<file path="src/rtl/lvds_frame_tx_if.sv">
// Handshake and line-side bundle of the LVDS transmit framer.
// Latency: none, wires only.
// Backpressure: i_ready is driven by the framer and qualifies i_valid.
interface lvds_frame_tx_if #(
   parameter int W     = 66,
   parameter int LANES = 4,
   parameter int DEPTH = 4
);
   localparam int LW = $clog2(DEPTH) + 1;

   logic             i_valid;
   logic [W-1:0]     i_data;
   logic             i_ready;
   logic [LANES-1:0] o_data;
   logic             o_busy;
   logic [LW-1:0]    o_level;

   modport master (output i_valid, i_data, input i_ready, o_data, o_busy, o_level);
   modport slave  (input i_valid, i_data, output i_ready, o_data, o_busy, o_level);
endinterface

</file>
<file path="src/rtl/lvds_frame_tx.sv">
// Transmit framer: FIFO-buffered W-bit words -> start bit, data MSB first, optional parity, 1s pad, LANES bits per cycle.
// Latency: word pushed at edge k into an idle, empty framer drives its first lane-word after edge k+1.
// Backpressure: i_ready = rn && level < DEPTH from registered state; frames are separated by GAP+1 idle lane-words.
module lvds_frame_tx #(
   parameter int W      = 66,
   parameter int LANES  = 4,
   parameter int DEPTH  = 4,
   parameter int PARITY = 1,
   parameter int GAP    = 0
) (
   input  logic           c,
   input  logic           rn,
   input  logic           inv,
   lvds_frame_tx_if.slave io_tx
);
   localparam int F  = 1 + W + PARITY;          // start + data + parity bits
   localparam int N  = (F + LANES - 1) / LANES; // lane-words per frame
   localparam int SW = N * LANES;               // padded frame width
   localparam int AW = $clog2(DEPTH);
   localparam int LW = AW + 1;
   localparam int BW = $clog2(N + 1);

   // Reject parameter sets the framer cannot be built for.
   generate
      if (W < 1 || W > 128) begin : g_bad_w
         $error("lvds_frame_tx: W must be 1..128");
      end
      if (LANES != 1 && LANES != 2 && LANES != 4 && LANES != 8) begin : g_bad_lanes
         $error("lvds_frame_tx: LANES must be 1, 2, 4 or 8");
      end
      if (DEPTH < 2 || (DEPTH & (DEPTH - 1)) != 0) begin : g_bad_depth
         $error("lvds_frame_tx: DEPTH must be a power of two >= 2");
      end
      if (PARITY != 0 && PARITY != 1) begin : g_bad_parity
         $error("lvds_frame_tx: PARITY must be 0 or 1");
      end
      if (GAP < 0 || GAP > 15) begin : g_bad_gap
         $error("lvds_frame_tx: GAP must be 0..15");
      end
   endgenerate

   typedef enum logic [1:0] {S_IDLE, S_SEND, S_GAP} state_t;

   logic [W-1:0]     r_mem [DEPTH];
   logic [AW-1:0]    r_wp;
   logic [AW-1:0]    r_rp;
   logic [LW-1:0]    r_level;
   state_t           r_state;
   state_t           w_state_nx;
   logic [BW-1:0]    r_beat;
   logic [BW-1:0]    w_beat_nx;
   logic [4:0]       r_gap;
   logic [4:0]       w_gap_nx;
   logic [SW-1:0]    r_sh;
   logic [SW-1:0]    w_sh_nx;
   logic [LANES-1:0] r_dat;
   logic [LANES-1:0] w_dat_nx;
   logic             r_busy;
   logic             w_ready;
   logic             w_push;
   logic             w_pop;
   logic [LW-1:0]    w_level_nx;
   logic [W-1:0]     w_head;
   logic [F-1:0]     w_bits;
   logic [SW-1:0]    w_frame;
   logic [LANES-1:0] w_inv;

   assign w_ready    = rn && (r_level < LW'(DEPTH));
   assign w_push     = io_tx.i_valid && w_ready;
   assign w_pop      = (r_state == S_IDLE) && (r_level != '0);
   assign w_level_nx = r_level + LW'(w_push) - LW'(w_pop);
   assign w_head     = r_mem[r_rp];
   assign w_inv      = {LANES{inv}};

   generate
      if (PARITY != 0) begin : g_par
         assign w_bits = {1'b0, w_head, ^w_head};
      end else begin : g_nopar
         assign w_bits = {1'b0, w_head};
      end
   endgenerate

   // Frame bits in the top F positions, low pad bits forced to 1 (idle level).
   assign w_frame = ~(SW'(~w_bits) << (SW - F));

   // Next-state and next lane-word: pop into the shifter, stream N beats, then GAP+1 idle beats.
   always_comb begin
      w_state_nx = r_state;
      w_beat_nx  = r_beat;
      w_gap_nx   = r_gap;
      w_sh_nx    = r_sh;
      w_dat_nx   = {LANES{1'b1}} ^ w_inv;
      case (r_state)
         S_IDLE: begin
            if (w_pop) begin
               w_dat_nx = w_frame[SW-1 -: LANES] ^ w_inv;
               w_sh_nx  = w_frame << LANES;
               if (N > 1) begin
                  w_state_nx = S_SEND;
                  w_beat_nx  = BW'(N - 1);
               end else begin
                  w_state_nx = S_GAP;
                  w_gap_nx   = 5'(GAP + 1);
               end
            end
         end
         S_SEND: begin
            w_dat_nx  = r_sh[SW-1 -: LANES] ^ w_inv;
            w_sh_nx   = r_sh << LANES;
            w_beat_nx = r_beat - BW'(1);
            if (r_beat == BW'(1)) begin
               w_state_nx = S_GAP;
               w_gap_nx   = 5'(GAP + 1);
            end
         end
         S_GAP: begin
            w_gap_nx = r_gap - 5'd1;
            if (r_gap == 5'd1) begin
               w_state_nx = S_IDLE;
            end
         end
         default: begin
            w_state_nx = S_IDLE;
         end
      endcase
   end

   // FSM, shifter, line register and busy flag; reset parks the line at idle without inversion.
   always_ff @(posedge c) begin
      if (!rn) begin
         r_state <= S_IDLE;
         r_beat  <= '0;
         r_gap   <= '0;
         r_sh    <= '1;
         r_dat   <= '1;
         r_busy  <= 1'b0;
      end else begin
         r_state <= w_state_nx;
         r_beat  <= w_beat_nx;
         r_gap   <= w_gap_nx;
         r_sh    <= w_sh_nx;
         r_dat   <= w_dat_nx;
         r_busy  <= (w_state_nx != S_IDLE) || (w_level_nx != '0);
      end
   end

   // FIFO pointers and occupancy; a same-edge push and pop leaves the level unchanged.
   always_ff @(posedge c) begin
      if (!rn) begin
         r_wp    <= '0;
         r_rp    <= '0;
         r_level <= '0;
      end else begin
         if (w_push) begin
            r_wp <= r_wp + AW'(1);
         end
         if (w_pop) begin
            r_rp <= r_rp + AW'(1);
         end
         r_level <= w_level_nx;
      end
   end

   // FIFO storage; contents are don't-care until the level covers them.
   always_ff @(posedge c) begin
      if (w_push) begin
         r_mem[r_wp] <= io_tx.i_data;
      end
   end

   assign io_tx.i_ready = w_ready;
   assign io_tx.o_data  = r_dat;
   assign io_tx.o_busy  = r_busy;
   assign io_tx.o_level = r_level;
endmodule

</file>
<file path="src/flat_wrapper.sv">
// flat-port wrapper written by rule: the top's interface ports become plain ports
module lvds_frame_tx_flat 
#(
   parameter int W      = 66,
   parameter int LANES  = 4,
   parameter int DEPTH  = 4,
   parameter int PARITY = 1,
   parameter int GAP    = 0
)
  (c, rn, inv, io_tx_i_valid, io_tx_i_data, io_tx_i_ready, io_tx_o_data, io_tx_o_busy, io_tx_o_level);
  lvds_frame_tx_if #(.W(W), .LANES(LANES), .DEPTH(DEPTH)) io_tx_i ();
  input  logic c;
  input  logic rn;
  input  logic inv;
  input wire logic [$bits(io_tx_i.i_valid)-1:0] io_tx_i_valid;
  input wire logic [$bits(io_tx_i.i_data)-1:0] io_tx_i_data;
  output wire logic [$bits(io_tx_i.i_ready)-1:0] io_tx_i_ready;
  output wire logic [$bits(io_tx_i.o_data)-1:0] io_tx_o_data;
  output wire logic [$bits(io_tx_i.o_busy)-1:0] io_tx_o_busy;
  output wire logic [$bits(io_tx_i.o_level)-1:0] io_tx_o_level;
  assign io_tx_i.i_valid = io_tx_i_valid;
  assign io_tx_i.i_data = io_tx_i_data;
  assign io_tx_i_ready = io_tx_i.i_ready;
  assign io_tx_o_data = io_tx_i.o_data;
  assign io_tx_o_busy = io_tx_i.o_busy;
  assign io_tx_o_level = io_tx_i.o_level;
  lvds_frame_tx #(.W(W), .LANES(LANES), .DEPTH(DEPTH), .PARITY(PARITY), .GAP(GAP)) u_core (.c(c), .rn(rn), .inv(inv), .io_tx(io_tx_i));
endmodule
</file>
<file path="config.mk">
export PLATFORM = sky130hd
export DESIGN_NAME = lvds_frame_tx_flat
export DESIGN_NICKNAME = d
export VERILOG_FILES = /design/src/rtl/lvds_frame_tx_if.sv /design/src/rtl/lvds_frame_tx.sv /design/src/flat_wrapper.sv
export SDC_FILE = /design/constraint.sdc
export NUM_CORES = 1
export LEC_CHECK = 0
export BUFFER_PORTS_ARGS = -buffer_cell sky130_fd_sc_hd__buf_2
export CAP_MARGIN = 20
export CORE_ASPECT_RATIO = 0.5
export CORE_MARGIN = 5
export CORE_UTILIZATION = 30
export CTS_CLUSTER_DIAMETER = 150
export DETAILED_ROUTE_END_ITERATION = 8
export GPL_TIMING_DRIVEN = 1
export PLACE_DENSITY = 0.49
export REMOVE_ABC_BUFFERS = 1
export SYNTH_ARGS = -nofsm -noshare
export SYNTH_HDL_FRONTEND = slang
export SYNTH_SLANG_ARGS = --single-unit
</file>
<file path="constraint.sdc">
create_clock -name c -period 3.1 [get_ports c]
set_input_delay 0.155 -clock c [delete_from_list [all_inputs] [get_ports c]]
set_output_delay 0.155 -clock c [all_outputs]
set_load 0.005 [all_outputs]
</file>
### Word level (Yosys, flattened, before mapping)

Memory sizes are Yosys's and may differ from the RTL's. A register that Yosys moved wholly into a read port is not among the register bits.
Cells that the tools add are included.

| word-level totals | value |
|---|---|
| memories kept | 1 |
| output and inout bits | 9 |
| memory bits (writable) | 264 |
| register bits after elaboration | 92 |
| bits in latches | 0 |
| memory bits (read-only) | 0 |

| operators by class | value |
|---|---|
| bitwise operators | 5 |
| reductions and logical operators | 13 |
| muxes and demuxes | 16 |
| $lt $le $gt $ge | 1 |
| equal/unequal tests | 6 |
| div/mod/pow operators | 0 |
| multiply operators | 0 |
| add/sub/neg operators | 6 |
| shift operators | 0 |

Memories:

| name | words | bits a word | read ports | clocked after Yosys merged registers in | wr ports | line | text |
|---|---|---|---|---|---|---|---|
| u_core.r_mem | 4 | 66 | 1 | 1 | 1 | lvds_frame_tx.sv:44 | `logic [W-1:0] r_mem [DEPTH];` |

Operator list:

| cell | number |
|---|---|
| $pmux W68 S2 | 1 |
| $mux W68 | 1 |
| $not A67 Y68 | 1 |
| $not A68 Y68 | 1 |
| $reduce_xor A66 Y1 | 1 |
| $pmux W5 S2 | 2 |
| $eq A5 B1 Y1 const B | 2 |
| $mux W2 | 5 |
| $mux W5 | 2 |
| $sub A5 B1 Y5 const B | 2 |
| $pmux W4 S2 | 1 |
| $xor A4 B4 Y4 | 2 |
| $pmux W2 S3 | 1 |
| $reduce_bool A2 Y1 | 3 |
| $reduce_bool A3 Y1 | 2 |
| $add A2 B1 Y2 const B | 2 |
| $mux W4 | 1 |
| $ne A2 B1 Y1 const B | 2 |
| $not A4 Y4 | 1 |
| $reduce_and A2 Y1 | 2 |
| $add A3 B1 Y3 | 1 |
| $logic_and A1 B1 Y1 | 3 |
| $lt A3 B3 Y1 const B | 1 |
| $sub A3 B1 Y3 | 1 |
| 5 further kinds | 6 |

### Longest topological paths before layout

Gate-level depths: netlist of the first run.

| logic depth | value |
|---|---|
| depth after elaboration | 7 |
| mapped depth | 11 |

### Worst setup path after synthesis of the first run

OpenSTA, ideal clock, no wires.

| path | value |
|---|---|
| path kind | input-to-reg |
| start point | input rn |
| end point | memory u_core.r_mem[1][0], enable pin |
| setup slack | 334 ps |
| data required time | 2668 ps |
| arrival | 2335 ps |
| buffers on the path | 1 |
| stages on the path | 3 |
| cell sequence | clkbuf_1 > nor2b_1 > and3_1 |

| between the ends | value |
|---|---|
| longest elaborated chain between the ends | 4 |

Ends and longest elaborated chain:

| item | line | text |
|---|---|---|
| start, declared | flat_wrapper.sv:13 | `input logic rn;` |
| $logic_and A1 B1 Y1 | lvds_frame_tx.sv:68 | `assign w_ready = rn && (r_level < LW'(DEPTH));` |
| named net io_tx_i_ready | flat_wrapper.sv:17 | `output wire logic [$bits(io_tx_i.i_ready)-1:0] io_tx_i_ready;` |
| $logic_and A1 B1 Y1 | lvds_frame_tx.sv:69 | `assign w_push = io_tx.i_valid && w_ready;` |
| $mux W1 | lvds_frame_tx.sv:166 | `if (w_push) begin` |
| $mux W1 (implied by the code) | lvds_frame_tx.sv:167 | `r_mem[r_wp] <= io_tx.i_data;` |
| end, declared | lvds_frame_tx.sv:44 |  |

The timed path passes the listed nets, and every way through them passes these cells.

==> flow_metrics.env, run 1 <==
export IMPL_holdPathStages=3
export IMPL_routed_wl_um=30900
export IMPL_synthCells=978
export IMPL_yosysSeqAreaShare=0.680
export IMPL_viasPerCell=4.55
export IMPL_die_w_um=319
export IMPL_num_io_pins=79
export IMPL_period_share=0.938
export IMPL_synth_edf_count=264
export IMPL_rsz0062_at_grt="false"
export IMPL_antenna_found_initial=0
export IMPL_p_per_area_nw_per_um2=959
export IMPL_rr_worst_depth=9
export IMPL_antenna_left=0
export IMPL_first_global_vias=8520
export IMPL_groute_usage_overall=0.117
export IMPL_clkTransAtPathRegs_ns=0.06
export IMPL_synth_async_reset_ratio=0
export IMPL_arrival_ns=3.29
export IMPL_min_period_ns=2.91
export IMPL_hold_class="in -> reg"
export IMPL_h_tree_depth=2
export IMPL_finalSetupTns_ns=0
export IMPL_vias=8180
export IMPL_synth_flop_cell="edfxtp_1"
export IMPL_drtPass1Iterations=4
export IMPL_synth_seq_cells=355
export IMPL_cts_buffer_depth=3
export IMPL_die_h_um=165
export IMPL_place_inst=1665
export IMPL_row_count=56
export IMPL_core_area_sq_um=47000
export IMPL_drive_gt1_frac=0.187
export IMPL_cp_data_required_time_ns=3.49
export IMPL_insertion_delay_ns=0.52
export IMPL_nets=1213
export IMPL_fmax_ghz=0.344
export IMPL_cp_end_kind="flip-flop"
export IMPL_outcome="finished, final reports clean"
export IMPL_hold_violations=0
export IMPL_ys_types=42
export IMPL_setup_ws_ns=0.192
export IMPL_start_util=0.305
export IMPL_cts_root_buf="clkbuf_16"
export IMPL_cts_tree="done"
export IMPL_syn_to_final_growth_pct=21.3
export IMPL_tightest_slew_ns=0.860
export IMPL_diodes=0
export IMPL_cts_made_buffers=36
export IMPL_grt_overflow=0
export IMPL_drtIter0Drc=412
export IMPL_dieArea_sq_um=52500
export IMPL_finalSetupViolCount=0
export IMPL_hold_ws_ns=0.126
export IMPL_routedWlPerCell_um=17.2
export IMPL_ir_drop_v=0.000841
export IMPL_port_buffer_count=78
export IMPL_yosysWarningCount=0
export IMPL_grt_start_max_net_pins=128
export IMPL_final_common_cell="edfxtp_1"
export IMPL_cp_max_fo=12
export IMPL_netlist_area_sq_um=14300
export IMPL_dp_hpwl_um=19200
export IMPL_cap_violations=0
export IMPL_final_cell_mix="264 x edfxtp_1, 195 x nand2_1, 89 x dfxtp_1"
export IMPL_finClkSkew_ns=0.0100
export IMPL_post_route_util=0.370
export IMPL_cp_start_kind="flip-flop"
export IMPL_instances_no_fill=1796
export IMPL_grt_pass1_wl_um=48300
export IMPL_post_place_ws_ns=0.131
export IMPL_syn_avg_cell_area_sq_um=14.6
export IMPL_leakagePower_nw=6.12
export IMPL_maxSlewHeadroom=0.427
export IMPL_place_gp_congestion=0.724
export IMPL_cts_sinks=355
export IMPL_crit_type="reg -> reg"
export IMPL_drc=0
export IMPL_slew_viol_final=0
[stage by stage]
step | power [mW] | instance area, sq um
4_1_cts | 16.9 | 17400
3_3_place_gp | 12.7 | 15600
3_5_place_dp | 12.8 | 15600
2_1_floorplan | 11.0 | 14000
5_1_grt | 17.7 | 17400
6_report | 16.7 | 17400
[synthesized netlist by cell type (12+ instances only)]
| cell | number | area share |
|---|---|---|
| dfxtp_1 | 91 | 0.13 |
| xor2_1 | 12 | 0.0073 |
| nor2_1 | 13 | 0.0034 |
| edfxtp_1 | 264 | 0.55 |
| mux4_2 | 51 | 0.080 |
| o21ai_0 | 70 | 0.024 |
| clkbuf_1 | 39 | 0.010 |
| inv_1 | 14 | 0.0037 |
| mux4_1 | 15 | 0.028 |
| xnor2_1 | 55 | 0.034 |
| nand3_1 | 61 | 0.021 |
| nand2_1 | 195 | 0.051 |
[worst paths after layout]
path,from,to,slack [ns]
max,flip-flop,u_core.r_sh[4]$_SDFFE_PN1P_,0.19
min,rn,u_core.r_sh[37]$_SDFFE_PN1P_,0.13
max reg2reg,flip-flop,u_core.r_sh[4]$_SDFFE_PN1P_,0.19
min reg2reg,u_core.r_sh[3]$_SDFFE_PN1P_,u_core.r_sh[3]$_SDFFE_PN1P_,0.45
[routing by layer]
| metal | vias to the layer above | track usage | wire [um] |
|---|---|---|---|
| li1 | 3907 | - | - |
| met2 | 113 | 0.210 | 15600 |
| met3 | 46 | 0.0187 | 1110 |
| met1 | 4114 | 0.150 | 13600 |
| met4 | 0 | 0.0329 | 631 |
| met5 | - | 0 | 0 |
[final cells by class]
class                           instances  area [sq um]
Inverter                               14          52.6
Multi-Input combinational cell        553          4250
Tap cell                              638           798
Clock buffer                           53          1040
Timing Repair Buffer                  172          1440
Sequential cell                       355          9750
Fill cell                            4453         29600
Clock inverter                         11          50.0
[worst max-delay path, cell delays in order, from the launching register on]
cell	delay, ns
dfxtp_4	0.52
buf_12	0.20
mux4_1	0.61
xnor2_1	0.16
xnor2_1	0.25
xnor2_1	0.12
xnor2_1	0.28
xnor3_1	0.39
xnor2_1	0.18
o21ai_1	0.07
[cell families (layout without fill, tap and decap cells)]
group	count (synthesis)	in the layout	synth area share
and+or+nand+nor	308	308	0.0928
AOI/OAI and AO/OA	94	94	0.0355
xor gates and xnor gates	74	74	0.0493
DFF	355	355	0.680
buffers and inverters	70	250	0.0240
muxes	66	66	0.108
adders and majority gates	11	11	0.0101
[state kept, by name, indices dropped and copies added (netlist names), named ones only]
| name | cells |
|---|---|
| u_core.r_gap | 5 |
| u_core.io_tx.o_data | 4 |
| u_core.r_wp | 2 |
| u_core.r_beat | 5 |
| u_core.r_mem | 264 |
| u_core.io_tx.o_level | 3 |
| u_core.r_state | 2 |
| u_core.r_rp | 2 |
| u_core.r_sh | 65 |
| u_core.io_tx.o_busy | 1 |
[power by group]
group / total, mW / internal (mW) / switching [mW]
logic: 6.63 / 3.14 / 3.48
clock network: 4.03 / 2.31 / 1.72
registers: 6.01 / 5.70 / 0.311
total: 16.7 / 11.2 / 5.51
[what timing repair did]
item | CTS | global route
endpoints found under the hold margin | 268 | 0
hold buffers | 67 | 0
setup buffers | 0 | 0
resized for setup | 0 | 0
Power figures use the tool's default switching activity.
==> inputs of run 2 (changes only) <==
--- a/config.mk
+++ b/config.mk
@@ -9,11 +9,11 @@
 export CAP_MARGIN = 20
 export CORE_ASPECT_RATIO = 0.5
 export CORE_MARGIN = 5
-export CORE_UTILIZATION = 30
+export CORE_UTILIZATION = 50
 export CTS_CLUSTER_DIAMETER = 150
 export DETAILED_ROUTE_END_ITERATION = 8
 export GPL_TIMING_DRIVEN = 1
-export PLACE_DENSITY = 0.49
+export PLACE_DENSITY = 0.71
 export REMOVE_ABC_BUFFERS = 1
 export SYNTH_ARGS = -nofsm -noshare
 export SYNTH_HDL_FRONTEND = slang
==> constraint.sdc (replaced) <==
create_clock -name c -period 3.1 [get_ports c]
set_input_delay 0.465 -clock c [delete_from_list [all_inputs] [get_ports c]]
set_output_delay 0.465 -clock c [all_outputs]
set_load 0.005 [all_outputs]
==> run 2 against run 1 <==
Die area fell by 38%; critical path depth did not move; sequential power barely moved; critical endpoint unchanged; design area fell by 6.2%; fmax fell by 1.0%; total power fell by 2.0%; global-route usage rose by 5.8 points; setup slack got worse by 0.030 ns; register-to-register slack got worse by 0.03 ns; final cell count fell by 18%; clock power fell by 2%; count of clock-buffer cells in the layout rose by 3.
==> flow_metrics.env, run 2 (same netlist as run 1, synthesis figures left out) <==
export IMPL_outcome="finished, final reports clean"
export IMPL_fmax_ghz=0.340
export IMPL_grt_overflow=0
export IMPL_hold_violations=0
export IMPL_antenna_left=0
export IMPL_grt_pass1_wl_um=44900
export IMPL_post_place_ws_ns=0.197
export IMPL_hold_ws_ns=0.167
export IMPL_port_buffer_count=78
export IMPL_top_register="u_core.r_mem"
export IMPL_p_per_area_nw_per_um2=1000
export IMPL_viasPerCell=5.52
export IMPL_finalSetupViolCount=0
export IMPL_cts_sinks=355
export IMPL_cp_data_required_time_ns=3.47
export IMPL_postCtsHoldBufs=0
export IMPL_routed_wl_um=28400
export IMPL_h_tree_depth=2
export IMPL_die_h_um=130
export IMPL_row_count=43
export IMPL_drive_gt1_frac=0.195
export IMPL_min_period_ns=2.94
export IMPL_post_cts_buffers=0
export IMPL_grt_start_max_net_pins=71
export IMPL_rsz0062_at_grt="false"
export IMPL_cp_end_kind="flip-flop"
export IMPL_nets=1142
export IMPL_maxSlewHeadroom=0.485
export IMPL_leakagePower_nw=5.80
export IMPL_reg_top3="u_core.r_mem x264, u_core.r_sh x65"
export IMPL_syn_to_final_growth_pct=13.8
export IMPL_drtPass1Iterations=5
export IMPL_cp_max_fo=11
export IMPL_dieArea_sq_um=32300
export IMPL_clkTransAtPathRegs_ns=0.06
export IMPL_insertion_delay_ns=0.51
export IMPL_period_share=0.948
export IMPL_die_w_um=249
export IMPL_crit_type="reg -> reg"
export IMPL_final_cell_mix="264 x edfxtp_1, 195 x nand2_1, 89 x dfxtp_1"
export IMPL_hold_class="in -> reg"
export IMPL_ir_drop_v=0.00106
export IMPL_dp_hpwl_um=17500
export IMPL_cts_buffer_depth=3
export IMPL_drtIter0Drc=699
export IMPL_setup_ws_ns=0.162
export IMPL_first_global_vias=8165
export IMPL_routedWlPerCell_um=19.3
export IMPL_vias=8110
export IMPL_start_util=0.512
export IMPL_cts_root_buf="clkbuf_16"
export IMPL_core_area_sq_um=28000
export IMPL_cts_tree="done"
export IMPL_place_gp_congestion=0.793
export IMPL_antenna_found_initial=3
export IMPL_arrival_ns=3.31
export IMPL_slew_viol_final=0
export IMPL_cts_made_buffers=34
export IMPL_cts_resized=0
export IMPL_final_common_cell="edfxtp_1"
export IMPL_cp_start_kind="flip-flop"
export IMPL_drc=0
export IMPL_largest_reg_flops=264
export IMPL_tightest_slew_ns=0.772
export IMPL_groute_usage_overall=0.175
export IMPL_num_io_pins=79
export IMPL_cap_violations=0
export IMPL_finClkSkew_ns=0.0111
## run 2: final cells by class
cell class,instances,area (sq um)
Antenna cell,1,2.50
Clock buffer,56,1030
Clock inverter,6,26.3
Fill cell,2107,11700
Inverter,14,52.6
Multi-Input combinational cell,553,4250
Sequential cell,355,9750
Tap cell,382,478
Timing Repair Buffer,103,703
## run 2: worst paths after layout
| kind | from | to | slack [ns] | cells past startpoint |
|---|---|---|---|---|
| max reg2reg | flip-flop | u_core.r_sh[4]$_SDFFE_PN1P_ | 0.16 | 9 |
| min reg2reg | u_core.r_sh[3]$_SDFFE_PN1P_ | u_core.r_sh[3]$_SDFFE_PN1P_ | 0.45 | 2 |
| min | io_tx_i_data[38] | u_core.r_mem[2][38]$_DFFE_PP_ | 0.17 | 1 |
| max | flip-flop | u_core.r_sh[4]$_SDFFE_PN1P_ | 0.16 | 9 |
## run 2: per-stage QoR
step           TNS (ns)  power, mW  area (sq um)  utilization  instances
2_1_floorplan    -47.75       11.0         14000            -        922
3_3_place_gp          0       12.4         15200        0.545       1407
3_5_place_dp          0       12.5         15200        0.545       1407
4_1_cts               0       16.5         16300        0.582       1469
5_1_grt               0       17.4         16300        0.583       1470
6_report              0       16.3         16300        0.583       1470
## run 2: metal layers
| metal | part of all wire | routed length, um | track usage | up-vias |
|---|---|---|---|---|
| li1 | - | - | - | 3757 |
| met1 | 0.43 | 12200 | 0.243 | 4104 |
| met2 | 0.49 | 14000 | 0.293 | 212 |
| met3 | 0.061 | 1720 | 0.0372 | 35 |
| met4 | 0.014 | 399 | 0.0406 | 2 |
| met5 | 0.00032 | 9 | 0 | - |
## run 2: critical path, stage by stage (launching register included)
cell and delay, ns:
dfxtp_4 0.46, buf_4 0.29, mux4_2 0.56, xor2_1 0.19
xnor2_1 0.22, xnor2_1 0.13, xnor2_1 0.34, xnor3_1 0.39
xnor2_1 0.16, o21ai_1 0.07
## run 2: where the power goes
group / total (mW) / switching (mW) / internal, mW
Sequential: 6.01 / 0.314 / 5.70
Clock: 3.93 / 1.67 / 2.27
Combinational: 6.39 / 3.35 / 3.04
Total: 16.3 / 5.33 / 11.0
==> inputs of run 3 (changes only) <==
--- a/config.mk
+++ b/config.mk
@@ -10,6 +10,7 @@
 export CORE_ASPECT_RATIO = 0.5
 export CORE_MARGIN = 5
 export CORE_UTILIZATION = 50
+export CTS_BUF_LIST = sky130_fd_sc_hd__clkbuf_8
 export CTS_CLUSTER_DIAMETER = 150
 export DETAILED_ROUTE_END_ITERATION = 8
 export GPL_TIMING_DRIVEN = 1
==> run 3 against run 2 <==
Count of clock-buffer cells in the layout shrank 3; sequential power hardly changed; fmax up 0.55%; clock power down 16%; via count up 0.83%; total power fell by 4.0%; hold slack worse by 0.060 ns; final cell count is 2.1% higher; die area unchanged; design area is 0.91% lower; combinational power barely moved; critical path type unchanged; highest routed layer unchanged.
==> flow_metrics.env, run 3 (same netlist as run 1, synthesis figures left out) <==
export IMPL_drc=0
export IMPL_placedInstanceArea_sq_um=15200
export IMPL_hold_ws_ns=0.107
export IMPL_top_register="u_core.r_mem"
export IMPL_die_h_um=130
export IMPL_p_per_area_nw_per_um2=971
export IMPL_hold_class="in -> reg"
export IMPL_drive_gt1_frac=0.209
export IMPL_final_cell_mix="264 x edfxtp_1, 195 x nand2_1, 89 x dfxtp_1"
export IMPL_grt_start_max_net_pins=71
export IMPL_grt_busiest_layer="met2"
export IMPL_finalPower_mw=15.7
export IMPL_antenna_found_initial=2
export IMPL_ir_drop_v=0.00106
export IMPL_dp_hpwl_um=17500
export IMPL_reg_top3="u_core.r_mem x264, u_core.r_sh x65"
export IMPL_cts_sinks=355
export IMPL_switching_share=0.341
export IMPL_port_buffer_count=78
export IMPL_final_common_cell="edfxtp_1"
export IMPL_finalSetupViolCount=0
export IMPL_power_frac_seq=0.383
export IMPL_routedWlPerCell_um=18.7
export IMPL_holdPathStages=1
export IMPL_slew_viol_final=0
export IMPL_cp_start_kind="flip-flop"
export IMPL_cp_data_required_time_ns=3.54
export IMPL_finalSetupTns_ns=0
export IMPL_drtIter0Drc=702
export IMPL_largest_reg_flops=264
export IMPL_cts_made_buffers=50
export IMPL_fmax_ghz=0.342
export IMPL_design_area_sq_um=16100
export IMPL_use_met2=0.288
export IMPL_hold_start="io_tx_i_data[21]"
export IMPL_power_frac_clock=0.211
export IMPL_grtUsageMet1=0.245
export IMPL_cts_root_buf="clkbuf_8"
export IMPL_leakagePower_nw=5.83
export IMPL_grt_overflow=0
export IMPL_first_global_vias=8230
export IMPL_postCtsHoldBufs=0
export IMPL_num_io_pins=79
export IMPL_place_inst=1407
export IMPL_place_gp_congestion=0.793
export IMPL_insertion_delay_ns=0.57
export IMPL_hold_end="u_core.r_mem[0][21]$_DFFE_PP_"
export IMPL_nets=1158
export IMPL_diodes=0
export IMPL_p_comb_frac=0.406
export IMPL_arrival_ns=3.36
export IMPL_rsz0062_at_grt="false"
export IMPL_hold_violations=0
export IMPL_clkTransAtPathRegs_ns=0.07
export IMPL_gr_usage_met3=0.0355
export IMPL_core_area_sq_um=28000
export IMPL_nFillCells=2156
export IMPL_drtPass1Iterations=5
export IMPL_tightest_slew_ns=0.752
export IMPL_post_route_util=0.577
export IMPL_period_share=0.943
export IMPL_worstReg2RegEnd="u_core.r_sh[4]$_SDFFE_PN1P_"
export IMPL_die_w_um=249
export IMPL_rr_worst_depth=9
export IMPL_cts_resized=0
export IMPL_dieArea_sq_um=32300
export IMPL_routed_wl_um=28100
export IMPL_grt_pass1_wl_um=44600
export IMPL_finClkSkew_ns=0.0225
export IMPL_intPower_mw=10.3
export IMPL_r2r_slack_ns=0.18
export IMPL_cts_buffer_depth=3
export IMPL_post_cts_buffers=0
export IMPL_netSwitchingPower_mw=5.35
export IMPL_cp_end_kind="flip-flop"
export IMPL_post_place_ws_ns=0.197
export IMPL_cts_tree="done"
export IMPL_outcome="finished, final reports clean"
export IMPL_setup_ws_ns=0.178
export IMPL_viasPerCell=5.45
export IMPL_maxSlewHeadroom=0.499
export IMPL_antenna_left=0
export IMPL_cap_violations=0
export IMPL_cp_max_fo=11
export IMPL_vias=8177
export IMPL_row_count=43
export IMPL_syn_to_final_growth_pct=12.7
export IMPL_groute_usage_overall=0.174
export IMPL_min_period_ns=2.92
export IMPL_start_util=0.512
export IMPL_instances_no_fill=1501
export IMPL_crit_type="reg -> reg"
export IMPL_h_tree_depth=2
-- run 3: cell count changes in the layout (fill, tap and decap cells not counted), sizes merged --
cell and change:
clkbuf -3, clkinv +11, clkinvlp +2, diode -1, inv +22
-- run 3: worst max-delay path by stage --
stage                    from                           to
finish              flip-flop  u_core.r_sh[4]$_SDFFE_PN1P_
global route        flip-flop  u_core.r_sh[4]$_SDFFE_PN1P_
CTS                 flip-flop  u_core.r_sh[4]$_SDFFE_PN1P_
detailed placement  flip-flop  u_core.r_sh[4]$_SDFFE_PN1P_
global placement    flip-flop  u_core.r_sh[4]$_SDFFE_PN1P_
floorplan           flip-flop  u_core.r_sh[4]$_SDFFE_PN1P_
-- run 3: area by class of cell --
cell class                      count  area [sq um]  area share
Clock inverter                     41           178      0.0110
Timing Repair Buffer              103           703      0.0435
Multi-Input combinational cell    553          4250       0.263
Clock buffer                       53           729      0.0452
Sequential cell                   355          9750       0.604
Inverter                           14          52.6     0.00325
Tap cell                          382           478      0.0296
-- run 3: worst max-delay path, stage by stage, from the launching register on --
cell and delay (ns):
dfxtp_4 0.45, buf_4 0.29, mux4_2 0.56, xor2_1 0.19, xnor2_1 0.22, xnor2_1 0.13
xnor2_1 0.34, xnor3_1 0.39, xnor2_1 0.16, o21ai_1 0.08
-- run 3: power by group through the flow --
stage / logic, mW / registers, mW / clock network [mW]
floorplan: 4.82 / 6.19 / 0
global placement: 6.34 / 6.07 / 0
detailed placement: 6.40 / 6.10 / 0
CTS: 6.43 / 6.00 / 3.38
global route: 7.10 / 6.05 / 3.63
finish: 6.36 / 6.01 / 3.30
-- run 3: layer usage --
metal  up-vias  wire (um)
met5         -         19
met4         2        333
met3        36       1630
met2       220      13700
met1      4119      12400
li1       3800          -
